## config.mk

```make
export PLATFORM = sky130hd
export DESIGN_NAME = sbox_sub_engine
export DESIGN_NICKNAME = d
export VERILOG_FILES = /design/src/rtl/des_pkg.sv /design/src/rtl/sbox_lut.sv /design/src/rtl/sbox_sub_engine.sv
export SDC_FILE = /design/constraint.sdc
export NUM_CORES = 1
export LEC_CHECK = 0
export ABC_AREA = 1
export CAP_MARGIN = 20
export CORE_MARGIN = 4
export CORE_UTILIZATION = 59
export CTS_BUF_LIST = sky130_fd_sc_hd__clkbuf_4
export DETAILED_ROUTE_END_ITERATION = 10
export PLACE_DENSITY_LB_ADDON = 0.05
export SLEW_MARGIN = 25
export SYNTH_ARGS = -nofsm -noshare
export SYNTH_HDL_FRONTEND = slang
export SYNTH_SLANG_ARGS = --single-unit
```

## constraint.sdc

```tcl
create_clock -name clk -period 3.2 [get_ports clk]
set_input_delay 0.32 -clock clk [delete_from_list [all_inputs] [get_ports clk]]
set_output_delay 0.32 -clock clk [all_outputs]
set_load 0.01 [all_outputs]
```

## src/rtl/des_pkg.sv

```systemverilog
// Shared DES constants for the substitution engine: the eight S-box tables,
// the P permutation table, FSM state encodings and the P permutation helper.
package des_pkg;

   typedef logic [1:0] state_t;

   localparam state_t ST_IDLE = 2'd0;
   localparam state_t ST_BUSY = 2'd1;
   localparam state_t ST_DONE = 2'd2;

   // Indexed as SBOX[box][row][column], box 0 is S1.
   localparam logic [3:0] SBOX [8][4][16] = '{
      '{'{4'hE,4'h4,4'hD,4'h1,4'h2,4'hF,4'hB,4'h8,4'h3,4'hA,4'h6,4'hC,4'h5,4'h9,4'h0,4'h7},
        '{4'h0,4'hF,4'h7,4'h4,4'hE,4'h2,4'hD,4'h1,4'hA,4'h6,4'hC,4'hB,4'h9,4'h5,4'h3,4'h8},
        '{4'h4,4'h1,4'hE,4'h8,4'hD,4'h6,4'h2,4'hB,4'hF,4'hC,4'h9,4'h7,4'h3,4'hA,4'h5,4'h0},
        '{4'hF,4'hC,4'h8,4'h2,4'h4,4'h9,4'h1,4'h7,4'h5,4'hB,4'h3,4'hE,4'hA,4'h0,4'h6,4'hD}},
      '{'{4'hF,4'h1,4'h8,4'hE,4'h6,4'hB,4'h3,4'h4,4'h9,4'h7,4'h2,4'hD,4'hC,4'h0,4'h5,4'hA},
        '{4'h3,4'hD,4'h4,4'h7,4'hF,4'h2,4'h8,4'hE,4'hC,4'h0,4'h1,4'hA,4'h6,4'h9,4'hB,4'h5},
        '{4'h0,4'hE,4'h7,4'hB,4'hA,4'h4,4'hD,4'h1,4'h5,4'h8,4'hC,4'h6,4'h9,4'h3,4'h2,4'hF},
        '{4'hD,4'h8,4'hA,4'h1,4'h3,4'hF,4'h4,4'h2,4'hB,4'h6,4'h7,4'hC,4'h0,4'h5,4'hE,4'h9}},
      '{'{4'hA,4'h0,4'h9,4'hE,4'h6,4'h3,4'hF,4'h5,4'h1,4'hD,4'hC,4'h7,4'hB,4'h4,4'h2,4'h8},
        '{4'hD,4'h7,4'h0,4'h9,4'h3,4'h4,4'h6,4'hA,4'h2,4'h8,4'h5,4'hE,4'hC,4'hB,4'hF,4'h1},
        '{4'hD,4'h6,4'h4,4'h9,4'h8,4'hF,4'h3,4'h0,4'hB,4'h1,4'h2,4'hC,4'h5,4'hA,4'hE,4'h7},
        '{4'h1,4'hA,4'hD,4'h0,4'h6,4'h9,4'h8,4'h7,4'h4,4'hF,4'hE,4'h3,4'hB,4'h5,4'h2,4'hC}},
      '{'{4'h7,4'hD,4'hE,4'h3,4'h0,4'h6,4'h9,4'hA,4'h1,4'h2,4'h8,4'h5,4'hB,4'hC,4'h4,4'hF},
        '{4'hD,4'h8,4'hB,4'h5,4'h6,4'hF,4'h0,4'h3,4'h4,4'h7,4'h2,4'hC,4'h1,4'hA,4'hE,4'h9},
        '{4'hA,4'h6,4'h9,4'h0,4'hC,4'hB,4'h7,4'hD,4'hF,4'h1,4'h3,4'hE,4'h5,4'h2,4'h8,4'h4},
        '{4'h3,4'hF,4'h0,4'h6,4'hA,4'h1,4'hD,4'h8,4'h9,4'h4,4'h5,4'hB,4'hC,4'h7,4'h2,4'hE}},
      '{'{4'h2,4'hC,4'h4,4'h1,4'h7,4'hA,4'hB,4'h6,4'h8,4'h5,4'h3,4'hF,4'hD,4'h0,4'hE,4'h9},
        '{4'hE,4'hB,4'h2,4'hC,4'h4,4'h7,4'hD,4'h1,4'h5,4'h0,4'hF,4'hA,4'h3,4'h9,4'h8,4'h6},
        '{4'h4,4'h2,4'h1,4'hB,4'hA,4'hD,4'h7,4'h8,4'hF,4'h9,4'hC,4'h5,4'h6,4'h3,4'h0,4'hE},
        '{4'hB,4'h8,4'hC,4'h7,4'h1,4'hE,4'h2,4'hD,4'h6,4'hF,4'h0,4'h9,4'hA,4'h4,4'h5,4'h3}},
      '{'{4'hC,4'h1,4'hA,4'hF,4'h9,4'h2,4'h6,4'h8,4'h0,4'hD,4'h3,4'h4,4'hE,4'h7,4'h5,4'hB},
        '{4'hA,4'hF,4'h4,4'h2,4'h7,4'hC,4'h9,4'h5,4'h6,4'h1,4'hD,4'hE,4'h0,4'hB,4'h3,4'h8},
        '{4'h9,4'hE,4'hF,4'h5,4'h2,4'h8,4'hC,4'h3,4'h7,4'h0,4'h4,4'hA,4'h1,4'hD,4'hB,4'h6},
        '{4'h4,4'h3,4'h2,4'hC,4'h9,4'h5,4'hF,4'hA,4'hB,4'hE,4'h1,4'h7,4'h6,4'h0,4'h8,4'hD}},
      '{'{4'h4,4'hB,4'h2,4'hE,4'hF,4'h0,4'h8,4'hD,4'h3,4'hC,4'h9,4'h7,4'h5,4'hA,4'h6,4'h1},
        '{4'hD,4'h0,4'hB,4'h7,4'h4,4'h9,4'h1,4'hA,4'hE,4'h3,4'h5,4'hC,4'h2,4'hF,4'h8,4'h6},
        '{4'h1,4'h4,4'hB,4'hD,4'hC,4'h3,4'h7,4'hE,4'hA,4'hF,4'h6,4'h8,4'h0,4'h5,4'h9,4'h2},
        '{4'h6,4'hB,4'hD,4'h8,4'h1,4'h4,4'hA,4'h7,4'h9,4'h5,4'h0,4'hF,4'hE,4'h2,4'h3,4'hC}},
      '{'{4'hD,4'h2,4'h8,4'h4,4'h6,4'hF,4'hB,4'h1,4'hA,4'h9,4'h3,4'hE,4'h5,4'h0,4'hC,4'h7},
        '{4'h1,4'hF,4'hD,4'h8,4'hA,4'h3,4'h7,4'h4,4'hC,4'h5,4'h6,4'hB,4'h0,4'hE,4'h9,4'h2},
        '{4'h7,4'hB,4'h4,4'h1,4'h9,4'hC,4'hE,4'h2,4'h0,4'h6,4'hA,4'hD,4'hF,4'h3,4'h5,4'h8},
        '{4'h2,4'h1,4'hE,4'h7,4'h4,4'hA,4'h8,4'hD,4'hF,4'hC,4'h9,4'h0,4'h3,4'h5,4'h6,4'hB}}
   };

   // Output bit i (1 = MSB) takes input bit P_TAB[i-1] (1 = MSB).
   localparam logic [5:0] P_TAB [32] = '{
      6'd16, 6'd7,  6'd20, 6'd21, 6'd29, 6'd12, 6'd28, 6'd17,
      6'd1,  6'd15, 6'd23, 6'd26, 6'd5,  6'd18, 6'd31, 6'd10,
      6'd2,  6'd8,  6'd24, 6'd14, 6'd32, 6'd27, 6'd3,  6'd9,
      6'd19, 6'd13, 6'd30, 6'd6,  6'd22, 6'd11, 6'd4,  6'd25
   };

   function automatic logic [31:0] p_permute(input logic [31:0] x);
      logic [31:0] y;
      y = '0;
      for (int i = 0; i < 32; i++) begin
         y[31-i] = x[32-int'(P_TAB[i])];
      end
      return y;
   endfunction

endpackage

```

## src/rtl/sbox_lut.sv

```systemverilog
// Single DES S-box lookup: sel picks the box (0 = S1), row = {b5,b0}, column = b4..b1.
module sbox_lut
   import des_pkg::*;
(
   input  logic [2:0] sel,
   input  logic [5:0] in_6bit,
   output logic [3:0] out_4bit
);

   assign out_4bit = SBOX[sel][{in_6bit[5], in_6bit[0]}][in_6bit[4:1]];

endmodule

```

## src/rtl/sbox_sub_engine.sv

```systemverilog
// DES S-box substitution engine: LANES lookups per cycle over 8/LANES passes.
// Define SBOX_PERM_EN to apply the DES P permutation to the finished word.
module sbox_sub_engine
   import des_pkg::*;
#(
   parameter int LANES = 8
) (
   input  logic        clk,
   input  logic        n_rst,
   input  logic        in_valid,
   output logic        in_ready,
   input  logic [47:0] in_block,
   output logic        out_valid,
   input  logic        out_ready,
   output logic [31:0] out_word,
   output logic        busy,
   output logic [1:0]  dbg_state
);

   localparam int PASSES = 8 / LANES;
   localparam int PW     = (PASSES > 1) ? $clog2(PASSES) : 1;

   state_t        state_q, state_d;
   logic [PW-1:0] pass_q, pass_d;
   logic [47:0]   blk_q, blk_d;
   logic [31:0]   res_q, res_d;
   logic [3:0]    lane_out [LANES];
   logic [31:0]   merged;
   logic [31:0]   final_word;
   logic          last_pass;

   for (genvar l = 0; l < LANES; l++) begin : g_lane
      logic [2:0]  sel;
      logic [47:0] blk_sh;
      // Box s reads in_block[47-6s -: 6]; shifting left brings it to the top.
      assign sel    = 3'(int'(pass_q) * LANES + l);
      assign blk_sh = blk_q << (6 * int'(sel));
      sbox_lut u_lut (
         .sel      (sel),
         .in_6bit  (blk_sh[47:42]),
         .out_4bit (lane_out[l])
      );
   end

   always_comb begin
      merged = res_q;
      for (int l = 0; l < LANES; l++) begin
         merged = (merged & ~(32'hF000_0000 >> (4 * (int'(pass_q) * LANES + l))))
                | ({lane_out[l], 28'd0} >> (4 * (int'(pass_q) * LANES + l)));
      end
   end

   assign last_pass = (pass_q == PW'(PASSES - 1));

`ifdef SBOX_PERM_EN
   assign final_word = p_permute(merged);
`else
   assign final_word = merged;
`endif

   always_comb begin
      state_d = state_q;
      pass_d  = pass_q;
      blk_d   = blk_q;
      res_d   = res_q;
      case (state_q)
         ST_IDLE: begin
            if (in_valid) begin
               blk_d   = in_block;
               pass_d  = '0;
               state_d = ST_BUSY;
            end
         end
         ST_BUSY: begin
            if (last_pass) begin
               res_d   = final_word;
               pass_d  = '0;
               state_d = ST_DONE;
            end else begin
               res_d  = merged;
               pass_d = pass_q + PW'(1);
            end
         end
         ST_DONE: begin
            if (out_ready) begin
               state_d = ST_IDLE;
            end
         end
         default: state_d = ST_IDLE;
      endcase
   end

   always_ff @(posedge clk or negedge n_rst) begin
      if (!n_rst) begin
         state_q <= ST_IDLE;
         pass_q  <= '0;
         blk_q   <= '0;
         res_q   <= '0;
      end else begin
         state_q <= state_d;
         pass_q  <= pass_d;
         blk_q   <= blk_d;
         res_q   <= res_d;
      end
   end

   // Handshake: a transfer happens on a rising edge where valid and ready are both high.
   assign in_ready  = (state_q == ST_IDLE);
   assign out_valid = (state_q == ST_DONE);
   assign busy      = (state_q != ST_IDLE);
   assign out_word  = res_q;
   assign dbg_state = state_q;

endmodule

```

; Word-level counts from Yosys, hierarchy flattened
; Memory sizes are Yosys's and may differ from the RTL's.
; Cells that the tools add are included.
[totals]
register_bits = 83
mem_bits_ro = 14336
in_bits = 52
output_inout_bits = 37
n_memories = 7
[op_classes]
add_sub_neg = 8
n_mul = 7
order_cmp = 23
eq_ne = 5
n_shift = 23
n_mux = 69
bitwise_logic = 47
reduce_logical = 6
[memory_table]
columns = memory, depth, word_bits, read_ports, rd_clocked_by_memory_dff, wr, line
row1 = (name not given), 8, 256, 1, 0, 0, sbox_lut.sv:10  ; assign out_4bit = SBOX[sel][{in_6bit[5], in_6bit[0]}][in_6bit[4:1]];
row2 = (name not given), 8, 256, 1, 0, 0, sbox_lut.sv:10
row3 = (name not given), 8, 256, 1, 0, 0, sbox_lut.sv:10
row4 = (name not given), 8, 256, 1, 0, 0, sbox_lut.sv:10
row5 = (name not given), 8, 256, 1, 0, 0, sbox_lut.sv:10
row6 = (name not given), 8, 256, 1, 0, 0, sbox_lut.sv:10
row7 = +1 memories, n/a, n/a, n/a, n/a, n/a, n/a
[ops]
columns = cell, count
row1 = $mux W256, 14
row2 = $bmux W64 S2, 8
row3 = $mux W64, 16
row4 = $shl A48 B6 Y48, 7
row5 = $and A32 B32 Y32, 8
row6 = $not A32 Y32, 8
row7 = $or A32 B32 Y32, 8
row8 = $shr A32 B32 Y32 const A, 7
row9 = $shr A32 B7 Y32, 7
row10 = $bmux W4 S4, 8
row11 = $mux W4, 16
row12 = $ge A5 B5 Y1 const B, 8
row13 = $not A4 Y5, 8
row14 = $mul A2 B3 Y5 const A, 7
row15 = $shr A32 B6 Y32, 1
row16 = $shr A32 B6 Y32 const A, 1
row17 = $ge A4 B4 Y1 const B, 7
row18 = $not A3 Y4, 7
row19 = $ge A3 B3 Y1 const B, 8
row20 = $not A2 Y3, 8
row21 = $add A4 B3 Y5 const B, 4
row22 = $add A4 B2 Y5 const B, 2
row23 = $mux W2, 3
row24 = $pmux W2 S3, 1
row25 = other kinds (12), 16

; Depth between registers and ports, before layout
[logic_depth]
depth_word = 25
mapped_depth = 12
mapped_depth_nobuf = 12

; Modules after synthesis
; A second synthesis with hierarchy kept.
[unflattened]
hier_cells = 5750
area_unflattened_um2 = 27866.7
[by_module_without_submodules]
columns = module, instances, cells_each, area_each_um2, seq_area_each_um2
row1 = sbox_lut (g_lane[4].u_lut ...), 3, 670, 3014.1, 0.0
row2 = sbox_lut (g_lane[0].u_lut ...), 2, 662, 3100.5, 0.0
row3 = sbox_sub_engine, 1, 359, 3236.9, 2052.0
row4 = sbox_lut (g_lane[5].u_lut), 1, 700, 3228.1, 0.0
row5 = sbox_lut (g_lane[1].u_lut), 1, 676, 3103.0, 0.0
row6 = sbox_lut (g_lane[3].u_lut), 1, 681, 3055.4, 0.0

; Worst setup path before layout
; OpenSTA, ideal clock, no wires.
[synth_timing]
path_type = reg-to-reg
start = reg blk_q[30]
end = reg res_q[21] (netlist: out_word[21])
setup_ns = 0.117
arrival_time_ns = 1.503
t_required_ns = 3.083
path_slack_ns = 1.580
stages_incl_launch_ff = 11
n_path_buf = 0
synth_period_minus_slack_ns = 1.620
path_cell_list = dfrtp_1 > inv_1 > ha_1 > nand2_1 > nand2_1 > o21ai_0 > nand2_1 > nand2_1 > nand2_1 > nand2_1 > nand2_1
[synth_between]
elab_chain_len = 22
elab_cells_between_ends = 83
[synth_lines]
columns = element, line
row1 = from (decl), sbox_sub_engine.sv:25  ; logic [47:0] blk_q, blk_d;
row2 = from (signal assigned), sbox_sub_engine.sv:102  ; blk_q <= blk_d;
row3 = $shl A48 B6 Y48, sbox_sub_engine.sv:37  ; assign blk_sh = blk_q << (6 * int'(sel));
row4 = $not A2 Y3 (not written as such), sbox_lut.sv:10
row5 = $bmux W64 S2, sbox_lut.sv:10
row6 = $mux W64 (not written as such) (2 in series), sbox_lut.sv:10
row7 = $bmux W4 S4, sbox_lut.sv:10
row8 = $mux W4 (not written as such) (2 in series), sbox_lut.sv:10
row9 = $shr A32 B7 Y32, sbox_sub_engine.sv:49  ; | ({lane_out[l], 28'd0} >> (4 * (int'(pass_q) * LANES + l)));
row10 = $or A32 B32 Y32, sbox_sub_engine.sv:49
row11 = [... 4 more ...], n/a
row12 = $and A32 B32 Y32, sbox_sub_engine.sv:48  ; merged = (merged & ~(32'hF000_0000 >> (4 * (int'(pass_q) * LANES + l))))
row13 = $or A32 B32 Y32, sbox_sub_engine.sv:49
row14 = $and A32 B32 Y32, sbox_sub_engine.sv:48
row15 = $or A32 B32 Y32, sbox_sub_engine.sv:49
row16 = $and A32 B32 Y32, sbox_sub_engine.sv:48
row17 = $or A32 B32 Y32, sbox_sub_engine.sv:49
row18 = $and A32 B32 Y32, sbox_sub_engine.sv:48
row19 = $or A32 B32 Y32 (*), sbox_sub_engine.sv:49
row20 = to (signal assigned), sbox_sub_engine.sv:103  ; res_q <= res_d;
row21 = to (decl), sbox_sub_engine.sv:26  ; logic [31:0] res_q, res_d;
; Mark *: on every way between the ends. The rest lies on a longest branch, timed or not. The select of a mux whose other input is x is not followed.
; A chain may end at the register's enable or synchronous reset.

; Worst setup path in the final report
[layout_timing]
start = reg state_q[1] (netlist: dbg_state[1])
end = out in_ready
[layout_between]
elab_chain_len = 1
[layout_lines]
columns = element, line
row1 = from (decl), sbox_sub_engine.sv:23  ; state_t state_q, state_d;
row2 = from (signal assigned), sbox_sub_engine.sv:100  ; state_q <= state_d;
row3 = $logic_not A2 Y1, sbox_sub_engine.sv:108  ; assign in_ready = (state_q == ST_IDLE);
row4 = to (decl), sbox_sub_engine.sv:11  ; output logic in_ready,
; No other way between the ends.

==> results.txt <==
* Result of the run: finished, final reports clean
* Crit-path max FO: 4
- The worst-case IR drop observed on VDD is roughly 0.6 mV.
* Internal power consumption: between 0.004 and 0.005 W
- After detailed routing, the total wire length is 19,400 um.
- Vias per Instance: between 5 and 6
- On the critical path, the stage with the largest delay is an instance of sky130_fd_sc_hd__clkdlybuf4s50_1.
* Sequence of cells on the critical path: nor2_2 -> clkdlybuf4s50_1
- RSZ-0062 raised after global routing: no
- The worst setup path is captured at a primary output.
* Final TNS setup: 0 ns
* Post-synthesis cell area: roughly 7500 um2
- Worst endpoint data arrival time: ~1.8 ns
* Cell with the most instances after synthesis: sky130_fd_sc_hd__nand2_1
- Of the total power, registers draw between 20% and 30%.
* Number of max-capacitance violations reported: 0
- Switching share of power: a little under three fifths
- The die is about 120 um wide.
* Number of inserted filler cells in the final layout: 1,130
* Largest cells by area after synthesis: sky130_fd_sc_hd__dfrtp_1, sky130_fd_sc_hd__nand2_1, sky130_fd_sc_hd__nand3_1, sky130_fd_sc_hd__ha_1, sky130_fd_sc_hd__inv_1
* Post-layout util: 67.4%
- Max Slew Vio Count: 0
- The clock drives just over 80 sinks.
- Most used standard cells in the synthesized netlist: sky130_fd_sc_hd__nand2_1, sky130_fd_sc_hd__nand3_1, sky130_fd_sc_hd__inv_1, sky130_fd_sc_hd__dfrtp_1, sky130_fd_sc_hd__ha_1
* Via count of the routed design: just over 8,000
- Via count of the first global-routing pass: ~7,300
* Layout cells sized above 1: under 10%
* Maximum clock path buffer count: 2
- Counting distinct cell types in the post-synthesis netlist gives 24.
- After clock tree synthesis, the clock-pin slew on the worst setup and hold paths is around 0.13 ns.
- The final critical path takes up around 65% of the cycle.
* Routed WL per cell: 13.5 um
* GP Congestion: roughly 0.94
- Cell at the root of the clock tree: sky130_fd_sc_hd__clkbuf_4
- Initial DRT Pass Iterations: 7
- Async set-or-reset flop fraction in the synthesized netlist: 100%
* Library cell with the largest summed area after synthesis: sky130_fd_sc_hd__dfrtp_1
- Among all flip-flop cells after synthesis, the most frequent one is sky130_fd_sc_hd__dfrtp_1.
- Once routing completed, OpenROAD measured the worst setup slack at 1.13 ns.
- Initial core utilization: 60.0%
- The tightest hold path in the finished design has a slack of 0.376 ns.
- For the worst-skew pair, the clock arrives at the later sink with an insertion delay of ~0.48 ns.
* Leakage: between 4 and 5 nW
- The number of antenna violations at the first check in global routing came to 1.
- The first global-routing pass estimated around 33,000 um of wire.
- Net count after synthesis: about 1,300
* HPWL reported at the end of detailed placement: between 10,000 and 15,000 um
- Maximum operating frequency: around 480 MHz
- The routed design could run at a clock period as short as roughly 2.1 ns.
- In this design, the stage delay of the slowest critical-path cell is roughly 0.6 ns.
* Final setup skew: approximately 0.0097 ns
- Number of synthesized flops with an enable pin: 0
* Number of DRC violations after detailed-routing iteration 0: between 800 and 900
* Gate count after technology mapping: between 1,000 and 1,500
- Proportion of netlist area held by the largest area contributor: 27.2%
- Nets: about 1,400
- Total die area: about 15,000 um2
- Post-route non-filler standard cell count: 1,434
- Number of remaining DRC errors: 0
- Cell Pwr Density: between 1000 and 1500 nW/um2
- Before CTS, the worst setup slack after placement is around 1.2 ns.
- ANT nets after route: 0
- The final count of hold timing violations came to 0.
- The core region is roughly 13,000 um2.
- Global routing consumed, over all layers together, between 20% and 30% of the routing resources.
* TritonCTS clock tree: built
- In this run the worst hold path is classified as in -> reg.
- Kind of launch point of the worst setup path: register
- Summed over all nets, the switching power comes to 0.00531 W.
- Per-instance average area after synthesis: 6.22 um2
- The critical path is of the reg -> out type.
- Growth of design area from synthesis to finish: 12.4%
* Flip-flop and latch count after synthesis: roughly 80
- During I/O placement, the number of pins put on the boundary was about 90.
- Data on the critical path is required at its endpoint by about 2.9 ns.
- Number of placed cells counting well taps: about 1,400
- In this run, the clock network consumes under 10% of the power.
- Entering global routing, the biggest net connects 69 pins.
* Seq/Total Area, Yosys: a little over a quarter
* Slew HR: between 40% and 50%
- Buffers placed on the I/O ports in this run total a little under 90.
* Final setup viols: 0
- Overflow left after global routing: 0
- Warnings from Yosys: 0
* Clock buffer count from CTS: 9
- Measured slew at the worst slew-check pin: between 0.8 and 0.9 ns
- Count of H-tree levels built during CTS: 3
- Combinational logic burns around two thirds of the power.
* Height of the chip: 121 um
* Std-Cell Rows: 41
## worst paths after layout
path	startpoint	endpoint	slack [ns]	depth (start not counted)
max in group asynchronous	n_rst	out_word[14]$_DFFE_PN0N_	2.03	3
worst max register to register	blk_q[30]$_DFFE_PN0P_	out_word[20]$_DFFE_PN0N_	1.25	10
worst max-delay path	dbg_state[1]$_DFFE_PN0P_	in_ready	1.13	2
worst min register to register	out_word[24]$_DFFE_PN0N_	out_word[24]$_DFFE_PN0N_	0.49	2
worst min-delay path	in_block[42]	blk_q[42]$_DFFE_PN0P_	0.38	3
min in group asynchronous	n_rst	out_word[19]$_DFFE_PN0N_	0.50	2
## sequential cells by signal, summed over array words and instances, names as in the netlist
register and count:
blk_q 48, out_word 32, dbg_state 2
## cell usage in the layout (no fill, tap or decap), drive strengths merged
cell,instances
ha,64
clkinv,8
clkbuf,9
dfrtp,82
o21ai,64
buf,6
dlygate4sd3,1
nand3,337
a21oi,9
nor3,1
diode,1
nor2,24
nand2,464
o211ai,2
clkinvlp,1
inv,96
bufinv,2
nand4,2
xnor2,1
or2,1
clkdlybuf4s50,87
## final cells by class
class	instances	area, um2	area share, %
Multi-Input combinational cell	969	4750	56.1
Sequential cell	82	2050	24.2
Timing Repair Buffer	94	926	10.9
Inverter	100	375	4.43
Tap cell	172	215	2.54
Clock inverter	7	83.8	0.989
Clock buffer	9	67.6	0.797
Antenna cell	1	2.50	0.0295
## cell families (layout without fill, tap and decap cells)
logic type      after synthesis  count (layout)  share of synthesized area [%]
simple gates                829             829                           47.2
buf+inv                     162             210                           9.76
flops                        82              82                           27.2
compound gates               75              75                           5.04
fa+ha+maj                    64              64                           10.6
xor+xnor                      1               1                          0.116
other cells                   0               1                              0
## power by group through the flow
stage,sequential (W),combinational [W],clock (W)
floorplan,0.00204,0.00528,0
global placement,0.00247,0.00632,0
detailed placement,0.00246,0.00636,0
CTS,0.00244,0.00639,0.000707
global route,0.00258,0.00743,0.000748
finish,0.00247,0.00645,0.000693
## critical path: cells and delay by family, from the launching register on
family	cells	cell delay [ns]
buf+inv	1	0.59
simple gates	1	0.24
flops	1	0.44
## per-stage QoR
stage          area [um2]  total power (W)
2_1_floorplan        7540          0.00732
5_1_grt              8470           0.0108
4_1_cts              8470          0.00954
3_5_place_dp         8310          0.00882
3_3_place_gp         8310          0.00880
6_report             8470          0.00961
## what timing repair did
item,4_1_cts,5_1_grt
gates resized for setup,0,0
endpoints found under the hold margin,66,0
hold buffers,1,0
setup buffers,0,0
## routing by layer
metal  GRT usage, %  part of all wire [%]  up-vias  wire length, um
met2           43.6                    45      362             8800
li1               -                     -     4025                -
met4           9.28                   2.2        0              417
met3           4.85                   7.7       36             1490
met1           37.5                    45     3618             8670
met5              0                     0        -                0
Note: power is estimated with default switching activity, not from simulation.
